File: src/rtl/bcd_display_ctrl.sv
// Binary-to-BCD double-dabble converter driving four 7-seg digit buses; results WIDTH+2 cycles after LOAD.
// LOAD is ignored while converting, except in the DONE cycle; define BCD_LZB_EN for leading-zero blanking.
module bcd_display_ctrl #(
  parameter int WIDTH = 14
) (
  input  logic             clk,
  input  logic             rst_n,
  input  logic             load,
  input  logic [WIDTH-1:0] value,
  output logic             busy,
  output logic             done,
  output logic             ovf,
  output logic [3:0]       num0,
  output logic [3:0]       num1,
  output logic [3:0]       num2,
  output logic [3:0]       num3
);

  localparam int CW = $clog2(WIDTH + 1);

  typedef enum logic [1:0] {IDLE, CONV, FINISH} state_t;

  state_t           state;
  logic [WIDTH-1:0] sr;
  logic [19:0]      scratch;
  logic [19:0]      adj;
  logic [CW-1:0]    cnt;
  logic [15:0]      disp;

  // Per-digit add-3 correction applied before each shift.
  always_comb begin
    adj = scratch;
    for (int i = 0; i < 5; i++) begin
      if (scratch[4*i +: 4] >= 4'd5)
        adj[4*i +: 4] = scratch[4*i +: 4] + 4'd3;
    end
  end

  // Digits above the most significant nonzero one blank to F; units never blank.
  always_comb begin
    disp = scratch[15:0];
`ifdef BCD_LZB_EN
    if (scratch[15:12] == 4'd0) begin
      disp[15:12] = 4'hF;
      if (scratch[11:8] == 4'd0) begin
        disp[11:8] = 4'hF;
        if (scratch[7:4] == 4'd0)
          disp[7:4] = 4'hF;
      end
    end
`endif
  end

  always_ff @(posedge clk or negedge rst_n) begin
    if (!rst_n) begin
      state   <= IDLE;
      sr      <= '0;
      scratch <= '0;
      cnt     <= '0;
      busy    <= 1'b0;
      done    <= 1'b0;
      ovf     <= 1'b0;
      num0    <= 4'hF;
      num1    <= 4'hF;
      num2    <= 4'hF;
      num3    <= 4'hF;
    end else begin
      case (state)
        IDLE: begin
          done <= 1'b0;
          if (load) begin
            sr      <= value;
            scratch <= '0;
            cnt     <= CW'(WIDTH);
            busy    <= 1'b1;
            state   <= CONV;
          end else begin
            busy <= 1'b0;
          end
        end
        CONV: begin
          busy           <= 1'b1;
          {scratch, sr}  <= {adj, sr} << 1;
          cnt            <= cnt - CW'(1);
          if (cnt == CW'(1))
            state <= FINISH;
        end
        FINISH: begin
          // busy stays high through the DONE cycle and drops one edge later.
          busy  <= 1'b1;
          done  <= 1'b1;
          state <= IDLE;
          if (scratch[19:16] != 4'd0) begin
            ovf  <= 1'b1;
            num0 <= 4'hF;
            num1 <= 4'hF;
            num2 <= 4'hF;
            num3 <= 4'hF;
          end else begin
            ovf  <= 1'b0;
            num0 <= disp[3:0];
            num1 <= disp[7:4];
            num2 <= disp[11:8];
            num3 <= disp[15:12];
          end
        end
        default: state <= IDLE;
      endcase
    end
  end

endmodule

File: config.mk
export PLATFORM = sky130hd
export DESIGN_NAME = bcd_display_ctrl
export DESIGN_NICKNAME = d
export VERILOG_FILES = /design/src/rtl/bcd_display_ctrl.sv
export SDC_FILE = /design/constraint.sdc
export NUM_CORES = 1
export LEC_CHECK = 0
export BUFFER_PORTS_ARGS = -buffer_cell sky130_fd_sc_hd__buf_2
export CAP_MARGIN = 20
export CORE_MARGIN = 2
export CORE_UTILIZATION = 57
export DETAILED_ROUTE_END_ITERATION = 16
export GPL_TIMING_DRIVEN = 0
export PLACE_DENSITY = 0.8
export SLEW_MARGIN = 20
export SYNTH_ARGS = -nofsm -noshare
export SYNTH_HDL_FRONTEND = slang
export SYNTH_SLANG_ARGS = --single-unit
File: constraint.sdc
create_clock -name clk -period 2.1 [get_ports clk]
set_input_delay 0.63 -clock clk [delete_from_list [all_inputs] [get_ports clk]]
set_output_delay 0.63 -clock clk [all_outputs]
set_load 0.005 [all_outputs]
Word-level counts from Yosys, hierarchy flattened
Index checks and enable logic that the tools add are counted.
Widths: inputs -> output; s select.
{"block": "op_classes", "addsub": 6, "multipliers": 0, "div": 0, "magnitude_cmp": 5, "eq_ne": 5, "shift": 0, "mux": 22, "n_bitwise": 0, "reduce_logical": 8}
{"op": "$pmux 20 s2", "n": 1}
{"op": "$mux 4", "n": 9}
{"op": "$pmux 14 s2", "n": 1}
{"op": "$ge 4x3->1 const B", "n": 5}
{"op": "$mux 20", "n": 1}
{"op": "$add 4x2->4 const B", "n": 4}
{"op": "$mux 14", "n": 1}
{"op": "$pmux 4 s2", "n": 1}
{"op": "$reduce_bool 2->1", "n": 3}
{"op": "$eq 4x1->1 const B", "n": 1}
{"op": "$mux 2", "n": 2}
{"op": "$ne 2x2->1 const B", "n": 2}
{"op": "$pmux 1 s2", "n": 2}
{"op": "$pmux 2 s2", "n": 1}
{"op": "$reduce_and 2->1", "n": 2}
{"op": "$reduce_bool 4->1", "n": 1}
{"op": "$sub 4x1->4 const B", "n": 1}
{"op": "$add 3x2->3 const B", "n": 1}
{"op": "$mux 3", "n": 1}
{"op": "$eq 2x1->1 const B", "n": 1}
{"op": "$eq 2x2->1 const B", "n": 1}
{"op": "$logic_not 2->1", "n": 1}
{"op": "$mux 1", "n": 2}
{"op": "$reduce_or 2->1", "n": 1}
{"block": "word_totals", "ff_bits": 59, "latchBits": 0, "ram_bits": 0, "rom_bits": 0, "inputBits": 17, "output_inout_bits": 19, "word_cells": 57, "memories": 0}

Logic depth before layout (Yosys ltp)
Gate-level depths: netlist of run 1.
{"block": "depth", "depth_word": 3, "depth_mapped": 8, "ltp_nobuf": 6}

Least setup slack after synthesis of run 1
No wires, ideal clock.
{"block": "synth_path", "path_type": "register -> register", "start": "reg state[0]", "end": "reg scratch[11]", "setup_ns": 0.122, "arrival_ns": 1.404, "required_time_ns": 1.978, "path_slack_ns": 0.574, "stages_incl_launch_ff": 8, "n_path_buf": 1, "cell_sequence": "dfrtp_1 inv_1 ha_1 buf_2 inv_1 a21oi_4 o31ai_1 a32o_1"}
{"block": "synth_via", "elab_chain_len": 3, "elab_cells_between_ends": 6}
{"item": "start, declared", "line": "23", "source": "state_t state;"}
{"item": "start signal, assigned", "line": "56", "source": "state <= IDLE;"}
{"item": "start signal, assigned", "line": "76", "source": "state <= CONV;"}
{"item": "start signal, assigned", "line": "86", "source": "state <= FINISH;"}
{"item": "$eq 2x1->1 / $logic_not 2->1 (equally long branches)", "line": "68", "source": "case (state)"}
{"item": "$reduce_bool 2->1 (no source line) / $ne 2x2->1 (equally long branches)"}
{"item": "$reduce_and 2->1 (no source line)"}
{"item": "end signal, assigned", "line": "83", "source": "{scratch, sr} <= {adj, sr} << 1;"}
{"item": "end, declared", "line": "25", "source": "logic [19:0] scratch;"}
Parallel ways exist; a longest one is shown, timed or not.
A chain may end at the register's enable or synchronous reset.

Final worst setup path of run 1
{"block": "layout_path", "start": "reg state[1]", "end": "reg scratch[12]"}
The elaborated chain is that of the path after synthesis.

==> impl_metrics.json, run 1 <==
{
  "outcome": "completed",
  "viasPerCell": 5.97,
  "finalPower_mw": 5.14,
  "yosysTopAreaCell": "dfrtp_1",
  "numPortBuffers": 35,
  "setup-tns-final_ps": 0,
  "gp_congestion": 0.822,
  "yosysMostFrequentCell": "dfrtp_1",
  "drv_cap": 0,
  "irDropWorstVdd_v": 0.000870,
  "ys_seq_area_share_pct": 52.1,
  "clkSlewWorstSetupHoldPaths_ps": 70,
  "use_met2_pct": 38.2,
  "area_growth_pct": 18.2,
  "vias": 2231,
  "tritoncts": "yes",
  "required_ps": 2300,
  "path_common_cell": "inv_1",
  "routed_wl_mm": 6.09,
  "top_usage_layer": "met2",
  "grt_use_met1_pct": 34.3,
  "routedWlPerCell_microns": 16.3,
  "critical_path.cell_chain": "inv_1 -> ha_1 -> buf_2 -> inv_1 -> a21oi_4 -> buf_4 -> o32ai_1",
  "final_nets": 336,
  "clock-sinks": 59,
  "finalSetupViolCount": 0,
  "htreeDepth": 3,
  "drt_iter0_drc": 193,
  "cts.path.max_buffers": 2,
  "die_w_microns": 75.0,
  "die_area_sq_um": 5630,
  "synth_nets": 290,
  "ys_types": 40,
  "antenna_found_initial": 0,
  "path_class": "flop to flop",
  "placed_cells": 358,
  "yosys_register_bits": 59,
  "end_kind": "flop",
  "grt_util_met3_pct": 4.95,
  "cts_made_buffers": 9,
  "cp_slowest_cell": "dfrtp_1",
  "num_antenna_cells": 0,
  "syn-cell-area_sq_um": 2870,
  "synth.top_cell.area_share_pct": 37.4,
  "worstMarginPinSlew_ps": 723,
  "ctsRootBufferMaster": "clkbuf_8",
  "leakage_nw": 1.52,
  "num_rows": 25,
  "hold_buffers": 0,
  "grt_pass1_wl_mm": 10.3,
  "synthTopCellsByCount": "dfrtp_1, o22ai_1, a21oi_1, ha_1",
  "fillers": 346,
  "critPathLaunchType": "flop",
  "clk_latency_ps": 340,
  "io_pins": 36,
  "synth_edf_count": 0,
  "timing.hold.ws_ps": 347,
  "cts_resized": 0,
  "dp_hpwl_mm": 3.97,
  "core_area_sq_um": 4790,
  "synth_ff_type": "dfrtp_1",
  "crit_fanout": 10,
  "synth_area_leaders": "dfrtp_1, dfstp_2, ha_1",
  "initial_utilization_pct": 60.1,
  "grt_max_degree": 60,
  "drc_errors": 0,
  "cp_slowest_stage_delay_ps": 400,
  "layout.cells.non_filler": 374,
  "fp.dieH_microns": 75.0,
  "overflow": 0,
  "power_density_nw_per_um2": 1510,
  "track_usage_pct": 25.0,
  "fmax_ghz": 0.535,
  "slew_viol_final": 0,
  "critPathLaunch": "state[1]",
  "async_flop_share_pct": 100,
  "rsz0062_at_grt": "false",
  "hp-class": "primary input to async pin",
  "cp.arrival_ps": 2070,
  "period_needed_ps": 1870,
  "finalHoldViolations": 0,
  "timing.slew.headroom_pct": 51.8,
  "min_period_over_period_pct": 89.1,
  "cp_top_family": "buffers and inverters",
  "grt_pass1_vias": 2130,
  "postCtsSetupRepairBufs": 0,
  "crit_buf_inv": 4,
  "yosys_warnings": 0,
  "drt-pass1-iter-count": 4,
  "final.setup_skew_ps": 8.01,
  "reg2reg_from": "state[1]",
  "synthCells": 256,
  "avgSynthCellArea_sq_um": 11.2,
  "drive_gt1_share_pct": 27.4,
  "antenna_left": 0
}
-- path summary, 6_finish.rpt --
path                               endpoint  slack [ps]  cells after the start
worst max register to register  scratch[12]         230                      7
min in group clk                       busy         470                      2
worst max-delay path            scratch[12]         230                      7
worst min-delay path                 sr[10]         350                      1
worst min register to register         busy         470                      2
max in group asynchronous       scratch[12]        1280                      1
-- cell type report --
| type | instances | area [sq um] | share of cell area [%] |
|---|---|---|---|
| Clock inverter | 4 | 95.1 | 2.80 |
| Multi-Input combinational cell | 166 | 1230 | 36.3 |
| Sequential cell | 59 | 1500 | 44.1 |
| Buffer | 15 | 83.8 | 2.47 |
| Tap cell | 67 | 83.8 | 2.47 |
| Inverter | 16 | 60.1 | 1.77 |
| Timing Repair Buffer | 35 | 178 | 5.23 |
| Clock buffer | 12 | 165 | 4.86 |
-- worst reg2reg max path, delay by kind of cell, from the launching register on --
family                   cells  cell delay (ps)
AO/OA/AOI/OAI                2              400
flip-flops                   1              400
adder cells (fa/ha/maj)      1              230
buffers and inverters        4              710
-- registers in the layout, indices dropped and copies added (netlist names), 2 cells and up --
signal / cells
num1: 4
scratch: 20
cnt: 4
num3: 4
num2: 4
state: 2
sr: 14
num0: 4
-- report_power, final --
group | switching (mW) | internal (mW)
combinational | 1.08 | 0.820
clock | 0.454 | 0.884
sequential | 0.267 | 1.64
total | 1.80 | 3.35
-- placed cells by master, fill, tap and decap left out, types with 2 or more instances in the layout --
master and n:
buf_4 4, o22a_1 16, a21oi_1 23, nand3_1 3, o22ai_1 28, nand2_1 5, clkbuf_1 2, nand2b_1 7
o21a_1 2, a32o_1 5, xnor2_1 5, buf_1 2, mux2i_1 5, bufinv_16 3, dfstp_2 16, dfrtp_1 43
inv_1 15, nor2_1 7, o21ai_0 11, buf_2 41, o31ai_1 5, xor2_1 4, o32ai_1 4, clkbuf_8 12
a22o_1 5, ha_1 17
-- per-stage QoR --
step / worst slack [ps] / util, % / cell area (sq um)
after global routing: 68.2 / 71.0 / 3400
after CTS: 225 / 71.0 / 3400
after detailed placement: 281 / 65.5 / 3140
final: 230 / 71.0 / 3400
after global placement: 294 / 65.5 / 3130
after floorplan: 574 / - / 2870
-- cell families after synthesis --
| family | Yosys count | share of synthesized area (%) |
|---|---|---|
| muxes | 5 | 1.74 |
| and+or+nand+nor | 30 | 5.75 |
| buffers and inverters | 31 | 5.01 |
| DFF | 59 | 52.1 |
| AOI/OAI and AO/OA | 105 | 25.3 |
| adders and majority gates | 17 | 7.40 |
| xor gates and xnor gates | 9 | 2.74 |
-- per-layer routing --
metal | vias up | wire length (microns)
met2 | 54 | 2970
met3 | 11 | 255
met5 | - | 0
li1 | 1050 | -
met4 | 0 | 111
met1 | 1116 | 2760
Power figures use the tool's default switching activity.
==> run 2, diff against run 1 <==
CORE_UTILIZATION = 52   (was 57)
PLACE_DENSITY = 0.77   (was 0.8)
clock period = 1.55 ns   (was 2.1 ns; I/O delays follow)
==> run 2 against run 1 <==
Sequential share of layout area down 2.8 points. Critical path depth unchanged. Combinational power up 72%. Design area up 7.0%. Global-route usage down 2.2 points. Largest power group is now combinational logic. Setup slack worse by 250 ps. Sequential power up 37%. Total power up 42%. The run now ends with setup timing left. Non-clock buffer count up 18. Sequential cell count unchanged. Critical endpoint is now scratch[15]. First-iteration DRC count down 30%. Cell count up 6.1%.
==> impl_metrics.json, run 2 (synthesis results as in run 1) <==
{
  "crit_fanout": 8,
  "min_period_over_period_pct": 101,
  "antenna_left": 0,
  "overflow": 0,
  "cts_made_buffers": 9,
  "path_class": "flop to flop",
  "finalHoldViolations": 0,
  "timing.final.ws_setup_ps": -19.9,
  "num_rows": 27,
  "final_nets": 354,
  "tritoncts": "yes",
  "initial_utilization_pct": 53.2,
  "drt_iter0_drc": 135,
  "largest_register_ffs": 20,
  "outcome": "finished, violations left",
  "core_area_sq_um": 5410,
  "irDropWorstVdd_v": 0.00122,
  "viasPerCell": 5.80,
  "num_antenna_cells": 0,
  "die_area_sq_um": 6140,
  "period_needed_ps": 1570,
  "routed_wl_mm": 6.63,
  "slew_viol_final": 0,
  "timing.hold.ws_ps": 181,
  "required_ps": 1770,
  "hold_buffers": 0,
  "routedWlPerCell_microns": 16.7,
  "largestRegisters": "scratch: 20 flops, sr: 14 flops",
  "drive_gt1_share_pct": 37.5,
  "hp-class": "primary input to async pin",
  "htreeDepth": 3,
  "cp_slowest_stage_delay_ps": 390,
  "grt_pass1_wl_mm": 10.8,
  "dp_hpwl_mm": 4.13,
  "top_register": "scratch",
  "vias": 2303,
  "clk_latency_ps": 340,
  "final.setup_skew_ps": 7.66,
  "gp_congestion": 0.783,
  "grt_pass1_vias": 2248,
  "ctsRootBufferMaster": "clkbuf_8",
  "end_kind": "flop",
  "critical_path.cell_chain": "inv_2 -> ha_4 -> and2b_2 -> a21oi_4 -> buf_12 -> o31ai_1 -> a32o_1",
  "power_density_nw_per_um2": 2000,
  "io_pins": 36,
  "antenna_found_initial": 0,
  "placed_cells": 363,
  "clkSlewWorstSetupHoldPaths_ps": 70,
  "reg2reg_slack_ps": -20,
  "finalSetupViolCount": 1,
  "drt-pass1-iter-count": 4,
  "rsz0062_at_grt": "true",
  "layout.cells.non_filler": 397,
  "clock-sinks": 59,
  "worstMarginPinSlew_ps": 711,
  "track_usage_pct": 22.8,
  "mostFrequentLayoutCells": "dfrtp_1, buf_2, o22ai_1",
  "numPortBuffers": 35,
  "reg2reg_to": "scratch[15]",
  "cp.arrival_ps": 1790,
  "area_growth_pct": 26.4,
  "grt_max_degree": 60,
  "fp.dieH_microns": 78.3,
  "violations": "setup timing",
  "drv_cap": 0,
  "leakage_nw": 1.61,
  "critPathLaunchType": "flop",
  "layout_commonest_cell": "dfrtp_1",
  "cp_slowest_cell": "dfrtp_1",
  "die_w_microns": 78.3,
  "cts.path.max_buffers": 2,
  "reg2regPathDepth": 7,
  "drc_errors": 0,
  "reg2reg_from": "state[0]",
  "timing.slew.headroom_pct": 52.6,
  "fmax_ghz": 0.637
}
## run 2: stage by stage
stage                     total power, mW  instance area [sq um]  TNS [ps]  setup WS (ps)  util (%)
final                                7.28                   3630     -19.9          -19.9      67.2
after global placement               5.06                   3140    -10430           -266      58.1
after CTS                            7.07                   3510         0           1.28      65.0
after detailed placement             5.17                   3140     -8870           -282      58.1
after floorplan                      4.34                   2870         0           24.3         -
after global routing                 7.76                   3630      -798          -57.1      67.2
## run 2: layout make-up
| type | instances | area, sq um |
|---|---|---|
| Buffer | 15 | 131 |
| Clock buffer | 14 | 163 |
| Sequential cell | 59 | 1500 |
| Clock inverter | 2 | 35.0 |
| Multi-Input combinational cell | 166 | 1330 |
| Timing Repair Buffer | 53 | 325 |
| Inverter | 16 | 65.1 |
| Tap cell | 72 | 90.1 |
| Fill cell | 417 | 1770 |
## run 2: where the power goes
part | total (mW) | switching (mW) | leakage (nW) | internal [mW]
registers | 2.61 | 0.381 | 0.695 | 2.23
clock network | 1.41 | 0.577 | 0.101 | 0.830
logic | 3.27 | 1.67 | 0.812 | 1.60
## run 2: layer usage
| layer | GRT usage, % | wire length (microns) |
|---|---|---|
| met5 | 0 | 0 |
| met2 | 36.8 | 3300 |
| met3 | 4.02 | 289 |
| met1 | 30.3 | 2920 |
| met4 | 9.82 | 117 |
## run 2: timing repair
action                     4_1_cts  5_1_grt
resized for setup               25       19
gates cloned                     0        0
setup endpoints to repair       48       43
pin swaps                        1        6
buffers inserted                11        7
## run 2: worst max-delay path by stage
stage,startpoint,endpoint,slack (ps),depth (start not counted)
6_report,state[0],scratch[15],-20,7
4_1_cts,state[1],scratch[19],1,7
3_5_place_dp,state[0],scratch[8],-280,7
2_1_floorplan,state[0],scratch[11],20,7
5_1_grt,scratch[0],scratch[2],-60,6
3_3_place_gp,state[0],scratch[12],-270,7
## run 2: critical path, delay by kind of cell (launching register included)
kind	cells	cell delay, ps
and+or+nand+nor	1	240
adders and majority gates	1	170
AOI/OAI and AO/OA	3	450
buffers and inverters	2	220
DFF	1	390
==> run 3, diff against run 2 <==
ABC_AREA = 1   (was default)
MAX_ROUTING_LAYER = met4   (was default)
PLACE_DENSITY = 0.76   (was 0.77)
==> run 3 against run 2 <==
The flow now finishes without violations. Sequential cell count did not move. First-iteration DRC count grew 24%. Critical path depth up 1. Highest routed layer unchanged. Clock skew increased by 2.6 ps. Largest cell class unchanged.
==> impl_metrics.json, run 3 <==
{
  "layout_commonest_cell": "nand2_1",
  "reg2regPathDepth": 8,
  "grt_max_degree": 60,
  "final-seq-area_sq_um": 1500,
  "fmax_ghz": 0.692,
  "track_usage_pct": 22.9,
  "min_period_over_period_pct": 93.3,
  "hold_buffers": 0,
  "ys_types": 23,
  "die_area_sq_um": 6530,
  "cts_made_buffers": 9,
  "worstMarginPinSlew_ps": 731,
  "drv_cap": 0,
  "fp.dieH_microns": 80.8,
  "drt_iter0_drc": 168,
  "finalHoldViolations": 0,
  "drt-pass1-iter-count": 4,
  "synthTopCellsByCount": "nand2_1, nand3_1, dfrtp_1, inv_1, o21ai_0",
  "area_growth_pct": 19.8,
  "power_density_nw_per_um2": 1840,
  "largest_register_ffs": 20,
  "drc_errors": 0,
  "grt_pass1_wl_mm": 11.0,
  "irDropWorstVdd_v": 0.00123,
  "drive_gt1_share_pct": 22.7,
  "clk_latency_ps": 340,
  "ys_seq_area_share_pct": 48.8,
  "path_class": "flop to flop",
  "synth_ff_type": "dfrtp_1",
  "end_kind": "flop",
  "period_needed_ps": 1450,
  "antenna_left": 0,
  "syn-cell-area_sq_um": 3070,
  "synth_compound_area_share_pct": 7.43,
  "num_antenna_cells": 0,
  "gp_congestion": 0.865,
  "crit_fanout": 10,
  "synthSimpleGateAreaFrac_pct": 29.2,
  "required_ps": 1760,
  "overflow": 0,
  "placed_cells": 480,
  "top_register": "scratch",
  "antenna_found_initial": 0,
  "synth_edf_count": 0,
  "htreeDepth": 3,
  "mostFrequentLayoutCells": "nand2_1, nand3_1, dfrtp_1",
  "synth_nets": 407,
  "synth_top_family_by_area": "simple AND/OR/NAND/NOR gates",
  "leakage_nw": 1.91,
  "synthAdderAreaFrac_pct": 6.94,
  "finalPower_mw": 6.75,
  "yosysTopAreaCell": "dfrtp_1",
  "tritoncts": "yes",
  "outcome": "completed",
  "die_w_microns": 80.8,
  "final.setup_skew_ps": 10.2,
  "cp.arrival_ps": 1660,
  "final_nets": 461,
  "multi_input_area_sq_um": 1350,
  "slew_viol_final": 0,
  "cts.path.max_buffers": 2,
  "yosys_register_bits": 59,
  "synthCells": 373,
  "synthMuxAreaShare_pct": 0,
  "clkSlewWorstSetupHoldPaths_ps": 70,
  "yosysMostFrequentCell": "nand2_1",
  "initial_utilization_pct": 54.7,
  "fillers": 485,
  "viasPerCell": 5.32,
  "timing.slew.headroom_pct": 51.3,
  "setup-tns-final_ps": 0,
  "synth.top_cell.area_share_pct": 35.1,
  "num_rows": 27,
  "dp_hpwl_mm": 4.49,
  "vias": 2683,
  "utilization_pct": 65.5,
  "routed_wl_mm": 6.69,
  "ctsRootBufferMaster": "clkbuf_8",
  "routedWlPerCell_microns": 13.3,
  "clock-sinks": 59,
  "critPathLaunchType": "flop",
  "largestRegisters": "scratch: 20 flops, sr: 14 flops",
  "yosys_warnings": 0,
  "numPortBuffers": 35,
  "io_pins": 36,
  "synth_xor_area_share_pct": 0,
  "grt_pass1_vias": 2567,
  "async_flop_share_pct": 100,
  "avgSynthCellArea_sq_um": 8.22,
  "finalSetupViolCount": 0,
  "hp-class": "primary input to async pin",
  "layout.cells.non_filler": 504,
  "synth_area_leaders": "dfrtp_1, nand2_1, dfstp_2",
  "core_area_sq_um": 5610
}
run 3: changes by cell type in the layout (fill, tap and decap cells not counted), moves of 7 or more:
cell	change
nand2_1	+118
nand3_1	+54
o22ai_1	-26
inv_1	+24
a21oi_1	-16
o22a_1	-16
o21ai_0	+12
buf_4	-10
nand4_1	+10
nand2b_1	-7
run 3: metrics by stage:
| stage | worst slack (ps) | cell area, sq um | hold WS [ps] |
|---|---|---|---|
| 2_1_floorplan | 175 | 3070 | 169 |
| 3_3_place_gp | -103 | 3330 | 451 |
| 3_5_place_dp | -34.0 | 3330 | 466 |
| 4_1_cts | 5.89 | 3600 | 204 |
| 5_1_grt | -0.522 | 3670 | 253 |
| 6_report | 104 | 3670 | 191 |
run 3: metal layers:
metal | vias up | GRT usage (%) | routed length, microns
li1 | 1324 | - | -
met4 | 0 | 13.2 | 170
met1 | 1268 | 27.7 | 3150
met3 | 13 | 3.33 | 248
met5 | - | - | 0
met2 | 78 | 36.8 | 3110
run 3: worst paths after layout:
| check | startpoint | to | slack (ps) |
|---|---|---|---|
| setup reg to reg | state[1] | scratch[7] | 100 |
| setup / recovery | state[1] | scratch[7] | 100 |
| min in group clk | value[3] | sr[3] | 360 |
| hold reg to reg | done | done | 470 |
| max in group asynchronous | rst_n | sr[0] | 880 |
| hold / removal | rst_n | scratch[14] | 190 |
run 3: kinds of logic after synthesis:
group	count (synthesis)
fa+ha+maj	17
simple gates	206
flops	59
buf+inv	51
compound gates	40
run 3: power breakdown:
group	switching [mW]	leakage, nW	internal (mW)
logic	1.48	1.06	1.07
clock network	0.620	0.122	1.08
registers	0.286	0.723	2.21
total	2.39	1.91	4.36
run 3: final cells by class:
cell class / count / area share (%)
Buffer: 13 / 2.93
Clock buffer: 13 / 4.87
Clock inverter: 3 / 1.84
Inverter: 38 / 3.88
Multi-Input combinational cell: 263 / 36.8
Sequential cell: 59 / 40.7
Tap cell: 72 / 2.45
Timing Repair Buffer: 43 / 6.47
run 3: worst max-delay path, stage by stage, from the launching register on:
cell and delay (ps):
dfrtp_1 410, inv_2 100, ha_2 210, inv_2 60, nor2_4 160, nor2_8 80, buf_6 150, nand3_1 70
o21ai_1 70
run 3: timing repair:
action | in CTS | in global routing
resized for setup | 4 | 12
setup endpoints to repair | 30 | 49
gates cloned | 0 | 0
pin swaps | 0 | 1
buffers inserted | 2 | 6
